`config.mk`:
```
export PLATFORM = sky130hd
export DESIGN_NAME = dmi_boot_sequencer
export DESIGN_NICKNAME = d
export VERILOG_FILES = /design/src/rtl/dmi_boot_pkg.sv /design/src/rtl/dmi_boot_sequencer_xact.sv /design/src/rtl/dmi_boot_sequencer.sv
export SDC_FILE = /design/constraint.sdc
export NUM_CORES = 1
export LEC_CHECK = 0
export ABC_AREA = 1
export CORE_ASPECT_RATIO = 0.9
export CORE_MARGIN = 2
export CORE_UTILIZATION = 40
export CTS_BUF_LIST = sky130_fd_sc_hd__clkbuf_4 sky130_fd_sc_hd__clkbuf_8
export CTS_CLUSTER_SIZE = 25
export DETAILED_ROUTE_END_ITERATION = 12
export PLACE_DENSITY = 0.74
export SLEW_MARGIN = 20
export SYNTH_ARGS = -nofsm -noshare
export SYNTH_HDL_FRONTEND = slang
export SYNTH_SLANG_ARGS = --single-unit
```
`constraint.sdc`:
```
create_clock -name clk_i -period 1.8 [get_ports clk_i]
set_input_delay 0.27 -clock clk_i [delete_from_list [all_inputs] [get_ports clk_i]]
set_output_delay 0.27 -clock clk_i [all_outputs]
set_load 0.01 [all_outputs]
```
`src/rtl/dmi_boot_pkg.sv`:
```
// Shared DMI types, debug-module register map and state encodings for the
// self-contained boot sequencer.
package dmi_boot_pkg;

  typedef struct packed {
    logic [6:0]  addr;
    logic [1:0]  op;
    logic [31:0] data;
  } dmi_req_t;

  typedef struct packed {
    logic [31:0] data;
    logic [1:0]  resp;
  } dmi_resp_t;

  localparam logic [1:0] DMI_OP_READ  = 2'd1;
  localparam logic [1:0] DMI_OP_WRITE = 2'd2;

  localparam logic [6:0] DMCONTROL  = 7'h10;
  localparam logic [6:0] DMSTATUS   = 7'h11;
  localparam logic [6:0] DATA0      = 7'h04;
  localparam logic [6:0] DATA1      = 7'h05;
  localparam logic [6:0] ABSTRACTCS = 7'h16;
  localparam logic [6:0] COMMAND    = 7'h17;

  localparam int unsigned DMCTRL_HALTREQ      = 31;
  localparam int unsigned DMCTRL_RESUMEREQ    = 30;
  localparam int unsigned DMCTRL_DMACTIVE     = 0;
  localparam int unsigned DMSTAT_ALLHALTED    = 9;
  localparam int unsigned DMSTAT_ALLRESUMEACK = 17;
  localparam int unsigned ACS_BUSY            = 12;
  localparam int unsigned ACS_CMDERR_LSB      = 8;

  localparam logic [15:0] REGNO_DPC = 16'h07B1;

  localparam logic [2:0] ERR_NONE      = 3'd0;
  localparam logic [2:0] ERR_DMI_RESP  = 3'd1;
  localparam logic [2:0] ERR_HALT_TO   = 3'd2;
  localparam logic [2:0] ERR_CMDERR    = 3'd3;
  localparam logic [2:0] ERR_ABS_TO    = 3'd4;
  localparam logic [2:0] ERR_RESUME_TO = 3'd5;

  typedef enum logic [3:0] {
    S_IDLE  = 4'd0,
    S_ACT   = 4'd1,
    S_HALT  = 4'd2,
    S_WHALT = 4'd3,
    S_CLRH  = 4'd4,
    S_LOAD  = 4'd5,
    S_D0    = 4'd6,
    S_D1    = 4'd7,
    S_CMD   = 4'd8,
    S_WCMD  = 4'd9,
    S_RES   = 4'd10,
    S_WRES  = 4'd11,
    S_FIN   = 4'd12,
    S_DONE  = 4'd13,
    S_ERR   = 4'd14
  } boot_state_e;

  typedef enum logic [1:0] {
    X_IDLE = 2'd0,
    X_REQ  = 2'd1,
    X_RSP  = 2'd2
  } xact_state_e;

  function automatic logic [31:0] dmcontrol_word(input logic haltreq,
                                                 input logic resumereq,
                                                 input logic [19:0] hartsel);
    logic [31:0] w;
    w                   = '0;
    w[DMCTRL_HALTREQ]   = haltreq;
    w[DMCTRL_RESUMEREQ] = resumereq;
    w[25:16]            = hartsel[9:0];
    w[15:6]             = hartsel[19:10];
    w[DMCTRL_DMACTIVE]  = 1'b1;
    return w;
  endfunction

  // Access-register command: transfer=1, write=1, regno=DPC, aarsize by XLEN.
  function automatic logic [31:0] command_word(input int unsigned xlen);
    logic [31:0] w;
    w        = '0;
    w[22:20] = (xlen == 64) ? 3'd3 : 3'd2;
    w[17]    = 1'b1;
    w[16]    = 1'b1;
    w[15:0]  = REGNO_DPC;
    return w;
  endfunction

endpackage

```
`src/rtl/dmi_boot_sequencer_xact.sv`:
```
// Single-outstanding DMI request/response engine. A request presented with
// start_i while idle is driven the same cycle; done_o flags the response.
module dmi_xact
  import dmi_boot_pkg::*;
(
  input  logic        clk_i,
  input  logic        rst_i,
  input  logic        start_i,
  input  logic [6:0]  addr_i,
  input  logic [1:0]  op_i,
  input  logic [31:0] wdata_i,
  output logic        idle_o,
  output logic        req_valid_o,
  input  logic        req_ready_i,
  output logic [40:0] req_o,
  input  logic        resp_valid_i,
  output logic        resp_ready_o,
  input  logic [33:0] resp_i,
  output logic [31:0] rdata_o,
  output logic [1:0]  resp_o,
  output logic        done_o
);

  xact_state_e state_q;
  dmi_req_t    req_q;
  dmi_req_t    req_new;
  dmi_resp_t   rsp;
  logic        launch;

  assign req_new = '{addr: addr_i, op: op_i, data: wdata_i};
  assign rsp     = resp_i;
  assign launch  = (state_q == X_IDLE) && start_i;

  // Launch cycle drives the fresh request directly so a zero-wait DM
  // completes a write in two cycles; stalls then hold the latched copy.
  assign req_valid_o  = launch || (state_q == X_REQ);
  assign req_o        = (state_q == X_REQ) ? req_q : req_new;
  assign resp_ready_o = (state_q == X_RSP);
  assign done_o       = (state_q == X_RSP) && resp_valid_i;
  assign rdata_o      = rsp.data;
  assign resp_o       = rsp.resp;
  assign idle_o       = (state_q == X_IDLE);

  always_ff @(posedge clk_i) begin
    if (rst_i) begin
      state_q <= X_IDLE;
      req_q   <= '0;
    end else begin
      case (state_q)
        X_IDLE: if (start_i) begin
          req_q   <= req_new;
          state_q <= req_ready_i ? X_RSP : X_REQ;
        end
        X_REQ:   if (req_ready_i)  state_q <= X_RSP;
        X_RSP:   if (resp_valid_i) state_q <= X_IDLE;
        default: state_q <= X_IDLE;
      endcase
    end
  end

endmodule

```
`src/rtl/dmi_boot_sequencer.sv`:
```
// Boot sequencer: activates the DM, halts the hart, waits for the memory
// loader, writes DPC through an abstract command and resumes the hart.
module dmi_boot_sequencer
  import dmi_boot_pkg::*;
#(
  parameter logic [63:0] BootAddr    = 64'h8000_0080,
  parameter int unsigned XLEN        = 64,
  parameter logic [19:0] HartSel     = 20'd0,
  parameter logic [15:0] PollTimeout = 16'd4096
) (
  input  logic        clk_i,
  input  logic        rst_i,
  input  logic        start_i,
  output logic        dmi_req_valid_o,
  input  logic        dmi_req_ready_i,
  output logic [40:0] dmi_req_o,
  input  logic        dmi_resp_valid_i,
  output logic        dmi_resp_ready_o,
  input  logic [33:0] dmi_resp_i,
  output logic        load_req_o,
  input  logic        load_done_i,
  output logic        busy_o,
  output logic        done_o,
  output logic        error_o,
  output logic [2:0]  error_code_o
);

  boot_state_e state_q, state_n;
  logic [15:0] poll_cnt_q;
  logic [2:0]  err_code_q, err_code_n;
  logic        poll_expired;

  logic        dmi_step;
  logic        x_start, x_idle, x_done;
  logic [6:0]  x_addr;
  logic [1:0]  x_op;
  logic [31:0] x_wdata, x_rdata;
  logic [1:0]  x_resp;

  assign poll_expired = (poll_cnt_q == PollTimeout - 16'd1);
  assign x_start      = dmi_step && x_idle;

  always_comb begin
    dmi_step = 1'b1;
    x_addr   = DMCONTROL;
    x_op     = DMI_OP_WRITE;
    x_wdata  = '0;
    case (state_q)
      S_ACT:   x_wdata = 32'h0000_0001;
      S_HALT:  x_wdata = dmcontrol_word(1'b1, 1'b0, HartSel);
      S_WHALT: begin x_addr = DMSTATUS;   x_op = DMI_OP_READ; end
      S_CLRH:  x_wdata = dmcontrol_word(1'b0, 1'b0, HartSel);
      S_D0:    begin x_addr = DATA0;   x_wdata = BootAddr[31:0];  end
      S_D1:    begin x_addr = DATA1;   x_wdata = BootAddr[63:32]; end
      S_CMD:   begin x_addr = COMMAND; x_wdata = command_word(XLEN); end
      S_WCMD:  begin x_addr = ABSTRACTCS; x_op = DMI_OP_READ; end
      S_RES:   x_wdata = dmcontrol_word(1'b0, 1'b1, HartSel);
      S_WRES:  begin x_addr = DMSTATUS;   x_op = DMI_OP_READ; end
      S_FIN:   x_wdata = dmcontrol_word(1'b0, 1'b0, HartSel);
      default: dmi_step = 1'b0;
    endcase
  end

  always_comb begin
    state_n    = state_q;
    err_code_n = err_code_q;
    case (state_q)
      S_IDLE: if (start_i) state_n = S_ACT;
      S_LOAD: if (load_done_i) state_n = S_D0;
      S_DONE, S_ERR: ;
      default: if (x_done) begin
        if (x_resp != 2'd0) begin
          state_n    = S_ERR;
          err_code_n = ERR_DMI_RESP;
        end else begin
          case (state_q)
            S_ACT:  state_n = S_HALT;
            S_HALT: state_n = S_WHALT;
            S_WHALT: begin
              if (x_rdata[DMSTAT_ALLHALTED]) state_n = S_CLRH;
              else if (poll_expired) begin
                state_n    = S_ERR;
                err_code_n = ERR_HALT_TO;
              end
            end
            S_CLRH: state_n = S_LOAD;
            S_D0:   state_n = (XLEN == 64) ? S_D1 : S_CMD;
            S_D1:   state_n = S_CMD;
            S_CMD:  state_n = S_WCMD;
            S_WCMD: begin
              if (!x_rdata[ACS_BUSY]) begin
                if (x_rdata[ACS_CMDERR_LSB +: 3] != 3'd0) begin
                  state_n    = S_ERR;
                  err_code_n = ERR_CMDERR;
                end else begin
                  state_n = S_RES;
                end
              end else if (poll_expired) begin
                state_n    = S_ERR;
                err_code_n = ERR_ABS_TO;
              end
            end
            S_RES: state_n = S_WRES;
            S_WRES: begin
              if (x_rdata[DMSTAT_ALLRESUMEACK]) state_n = S_FIN;
              else if (poll_expired) begin
                state_n    = S_ERR;
                err_code_n = ERR_RESUME_TO;
              end
            end
            S_FIN:   state_n = S_DONE;
            default: state_n = S_IDLE;
          endcase
        end
      end
    endcase
  end

  // Any state change clears the counter, so every wait state starts from zero.
  always_ff @(posedge clk_i) begin
    if (rst_i) begin
      state_q    <= S_IDLE;
      err_code_q <= ERR_NONE;
      poll_cnt_q <= '0;
    end else begin
      state_q    <= state_n;
      err_code_q <= err_code_n;
      if (state_n != state_q)              poll_cnt_q <= '0;
      else if (x_done && poll_cnt_q != '1) poll_cnt_q <= poll_cnt_q + 16'd1;
    end
  end

  dmi_xact u_xact (
    .clk_i        (clk_i),
    .rst_i        (rst_i),
    .start_i      (x_start),
    .addr_i       (x_addr),
    .op_i         (x_op),
    .wdata_i      (x_wdata),
    .idle_o       (x_idle),
    .req_valid_o  (dmi_req_valid_o),
    .req_ready_i  (dmi_req_ready_i),
    .req_o        (dmi_req_o),
    .resp_valid_i (dmi_resp_valid_i),
    .resp_ready_o (dmi_resp_ready_o),
    .resp_i       (dmi_resp_i),
    .rdata_o      (x_rdata),
    .resp_o       (x_resp),
    .done_o       (x_done)
  );

  assign load_req_o   = (state_q == S_LOAD);
  assign busy_o       = !((state_q == S_IDLE) || (state_q == S_DONE) || (state_q == S_ERR));
  assign done_o       = (state_q == S_DONE);
  assign error_o      = (state_q == S_ERR);
  assign error_code_o = err_code_q;

endmodule

```
==> reports/results.tsv <==
stage	metric	value	unit
worst_setup_path	Worst setup EP type	register	
power	PD cells	1170	mW/mm²
clocking	hold_buf cts	0	
die	Chip Height	79.0	µm
clocking	CTS tree	built	
route	ANT nets after route	0	
die	Die ar.	0.00691	mm²
worst_setup_path	flop2flop setup slack	-0.23	ns
timing	post-layout min period	2.03	ns
power	Pint	2.63	mW
clocking	worst-skew pair later-pin latency	0.31	ns
synthesis	sequential area share after synthesis	28.8	%
synthesis	Post-Syn Area	0.00250	mm²
min_path	hold path cells	2	
power	Peak VDD IR	0.575	mV
worst_setup_path	worst path required time	1.99	ns
placement	hpwl dp	5.00	mm
synthesis	count leader, synth	nand2_1	
min_path	Min-Delay Endpoint	error_code_o[2]	
power	sequential share of power	23.2	%
die	io pins	90	
power	Comb power frac	63.4	%
clocking	CTS Buffer Depth	2	
timing	Worst Clk Skew	0.0177	ns
synthesis	top_reg_cell synth	dfxtp_1	
route	via count	3020	
min_path	Hold Crit Start	error_code_o[2]	
synthesis	Synth Register Bits	36	
layout	# fillers	462	
placement	routability cong.	0.840	
power	sw power	2.11	mW
route	Routed wire per std cell	14.6	µm
global_route	total gr overflow	0	
route	residual DRC count	0	
synthesis	most common library cells after synthesis	89 x nand2_1, 49 x inv_1, 38 x nor2_1	
synthesis	YS warnings	0	
worst_setup_path	Crit Path Class	reg -> reg	
timing	endpoints failing hold	0	
status	outcome	finished with violations	
worst_setup_path	most used cell, CP	nand2_2	
synthesis	Synth top area share	28.8	%
worst_setup_path	CP Max Fanout	8	
synthesis	synth top area cells	dfxtp_1 29%, nand2_1 13%, buf_4 9.6%	
global_route	number of global-route vias before repair	2709	
synthesis	Async S/R FF share, synth	0	%
die	core area	0.00608	mm²
worst_setup_path	Largest delay share family, worst path	simple AND/OR/NAND/NOR gates	
layout	Final nets	555	
timing	Highest Clock Rate	0.493	GHz
route	final WL	8.60	mm
worst_setup_path	CP Buf/Inv Count	3	
power	clock power share	13.4	%
route	via/cell ratio	5.14	
synthesis	Gate Count Post-Synth	389	
worst_setup_path	worst reg2reg startpoint	state_q[3]	
status	failing checks	setup timing	
global_route	first-pass GRT wire length	12.4	mm
clocking	H-tree depth reported by CTS	2	
worst_setup_path	CP peak stage delay	0.41	ns
die	width of the die	87.4	µm
synthesis	post-synth cell types	32	
layout	area delta synth->final	62.0	%
worst_setup_path	Worst path slowest cell	dfxtp_4	
route	First-pass DRT Iterations	5	
global_route	antenna violations before repair	0	
synthesis	number of flops mapped to enable cells by yosys	0	
timing	fin crit share	113	%
worst_setup_path	Worst Setup Start Kind	register	
worst_setup_path	r2r worst-path depth	15	
worst_setup_path	Reg-to-Reg End	poll_cnt_q[1]	
global_route	overall track demand over capacity in global routing	22.6	%
worst_setup_path	WP data arrival	2.21	ns
run	max cap viols	0	
min_path	min-delay worst type	reg -> reg	
clocking	clock tree root driver cell	clkbuf_8	
global_route	largest net degree at the start of global routing	20	
layout	layout cell share with drive strength beyond 1	44.5	%
timing	RSZ-0062 raised after global routing	yes	
power	Leak	1.92	nW
clocking	clock slew at reported path FFs	0.08	ns
placement	IO Port Bufs	40	
timing	Hold WS	0.482	ns
power	Sw Share	44.5	%
timing	Final WS setup	-0.227	ns
timing	Setup TNS	-4.25	ns
clocking	clk sink count	36	
timing	fin. max-slew vios	0	
die	standard-cell row count	27	
synthesis	cell taking the most area after synthesis	dfxtp_1	
route	drt first-iter violations	207	
worst_setup_path	CP Cell Sequence	buf_6, inv_4, nor2_4, nand3_2, nand3_2, nand3_2, nand2_1, nand2_1, nand2_2, nand2_2, nand2_2, nand2_2, nand3_4, buf_12, nor3_4	
layout	# diodes	0	
die	Initial Utilization	41.2	%
timing	final setup fails	34	
clocking	CTS Buf Count	5	
synthesis	Avg Cell Area, Syn	6.43	µm²
-- power groups by stage --
stage	Combinational [mW]	Sequential (mW)	Clock, mW
4_1_cts	2.51	1.08	0.630
3_5_place_dp	2.06	1.07	0
2_1_floorplan	1.20	1.04	0
3_3_place_gp	2.01	1.06	0
5_1_grt	3.22	1.12	0.662
6_report	3.01	1.10	0.635
-- area by class of cell --
type	instances	area, µm²	share of cell area (%)
inverters	57	229	5.65
multi-input cells	278	1750	43.1
clock buffers	6	82.6	2.04
flip-flops and latches	36	742	18.3
repair buffers	136	1150	28.4
clock inverters	2	10.0	0.247
well taps	72	90.1	2.22
-- kinds of logic after synthesis --
kind of cell,share of synthesized area (%)
AO/OA/AOI/OAI,10.9
XOR/XNOR,4.90
adder cells (fa/ha/maj),0.500
buffers and inverters,19.6
flip-flops,28.8
multiplexers,0.400
other,0.150
AND/OR/NAND/NOR,34.8
-- how the worst max path moves through the flow --
stage                 startpoint       endpoint  slack [ns]  cells past startpoint
6_report              state_q[3]  poll_cnt_q[1]       -0.23                     15
5_1_grt               state_q[3]  poll_cnt_q[2]       -0.32                     15
4_1_cts               state_q[3]   dmi_req_o[0]       -0.20                      7
3_5_place_dp          state_q[1]   dmi_req_o[0]       -0.22                      7
3_3_place_gp          state_q[3]  dmi_req_o[32]       -0.21                      6
2_1_floorplan  u_xact.state_q[0]  dmi_req_o[10]      -0.007                      6
-- state kept, by name, indices dropped and copies added, names as in the netlist --
register	count
u_xact.state_q	2
u_xact.req_q	11
state_q	4
poll_cnt_q	16
error_code_o	3
-- timing repair --
| action | 4_1_cts | 5_1_grt |
|---|---|---|
| cloned | 1 | 1 |
| hold endpoints to repair | 0 | 0 |
| pin swaps | 2 | 11 |
| gates resized for setup | 145 | 72 |
| setup buffers | 11 | 8 |
| endpoints found under the setup margin | 43 | 44 |
-- worst reg2reg max path, delay by kind of cell, from the launching register on --
| kind | cells | cell delay (ns) |
|---|---|---|
| buf+inv | 3 | 0.35 |
| flops | 1 | 0.41 |
| simple gates | 12 | 1.17 |
-- stage by stage --
stage	cell area (µm²)	power, mW	util [%]	setup WS (ns)	std cells
finish	4050	4.75	66.6	-0.227	587
global route	4050	5.00	66.6	-0.315	587
CTS	3740	4.23	61.6	-0.197	578
detailed placement	3390	3.13	55.8	-0.224	558
global placement	3390	3.07	55.8	-0.210	558
floorplan	2590	2.24	-	-0.00712	410
-- per-layer routing --
layer / up-vias / wire [µm] / global-route usage [%]
met3: 36 / 517 / 3.74
li1: 1432 / - / -
met4: 0 / 332 / 8.62
met5: - / 0 / 0
met1: 1418 / 3560 / 29.3
met2: 134 / 4190 / 37.5
-- cells in the final DEF, fill, tap and decap left out, types with 5 or more instances in the layout --
master,netlist,layout
a21oi_1,17,15
buf_2,2,12
buf_4,32,79
buf_6,1,16
clkbuf_8,0,6
clkdlybuf4s50_1,0,16
conb_1,1,22
dfxtp_1,36,27
dfxtp_2,0,5
inv_1,49,40
inv_2,8,12
nand2_1,89,69
nand2_2,2,20
nand3_1,25,14
nand3_2,2,9
nor2_1,38,25
nor2_2,6,9
nor2_4,0,10
nor3_1,12,5
nor3_2,10,10
nor3_4,0,7
o21ai_0,22,13
o21ai_1,1,7
xnor2_1,5,5
xor2_1,9,9
(Power assumes the default switching activity.)
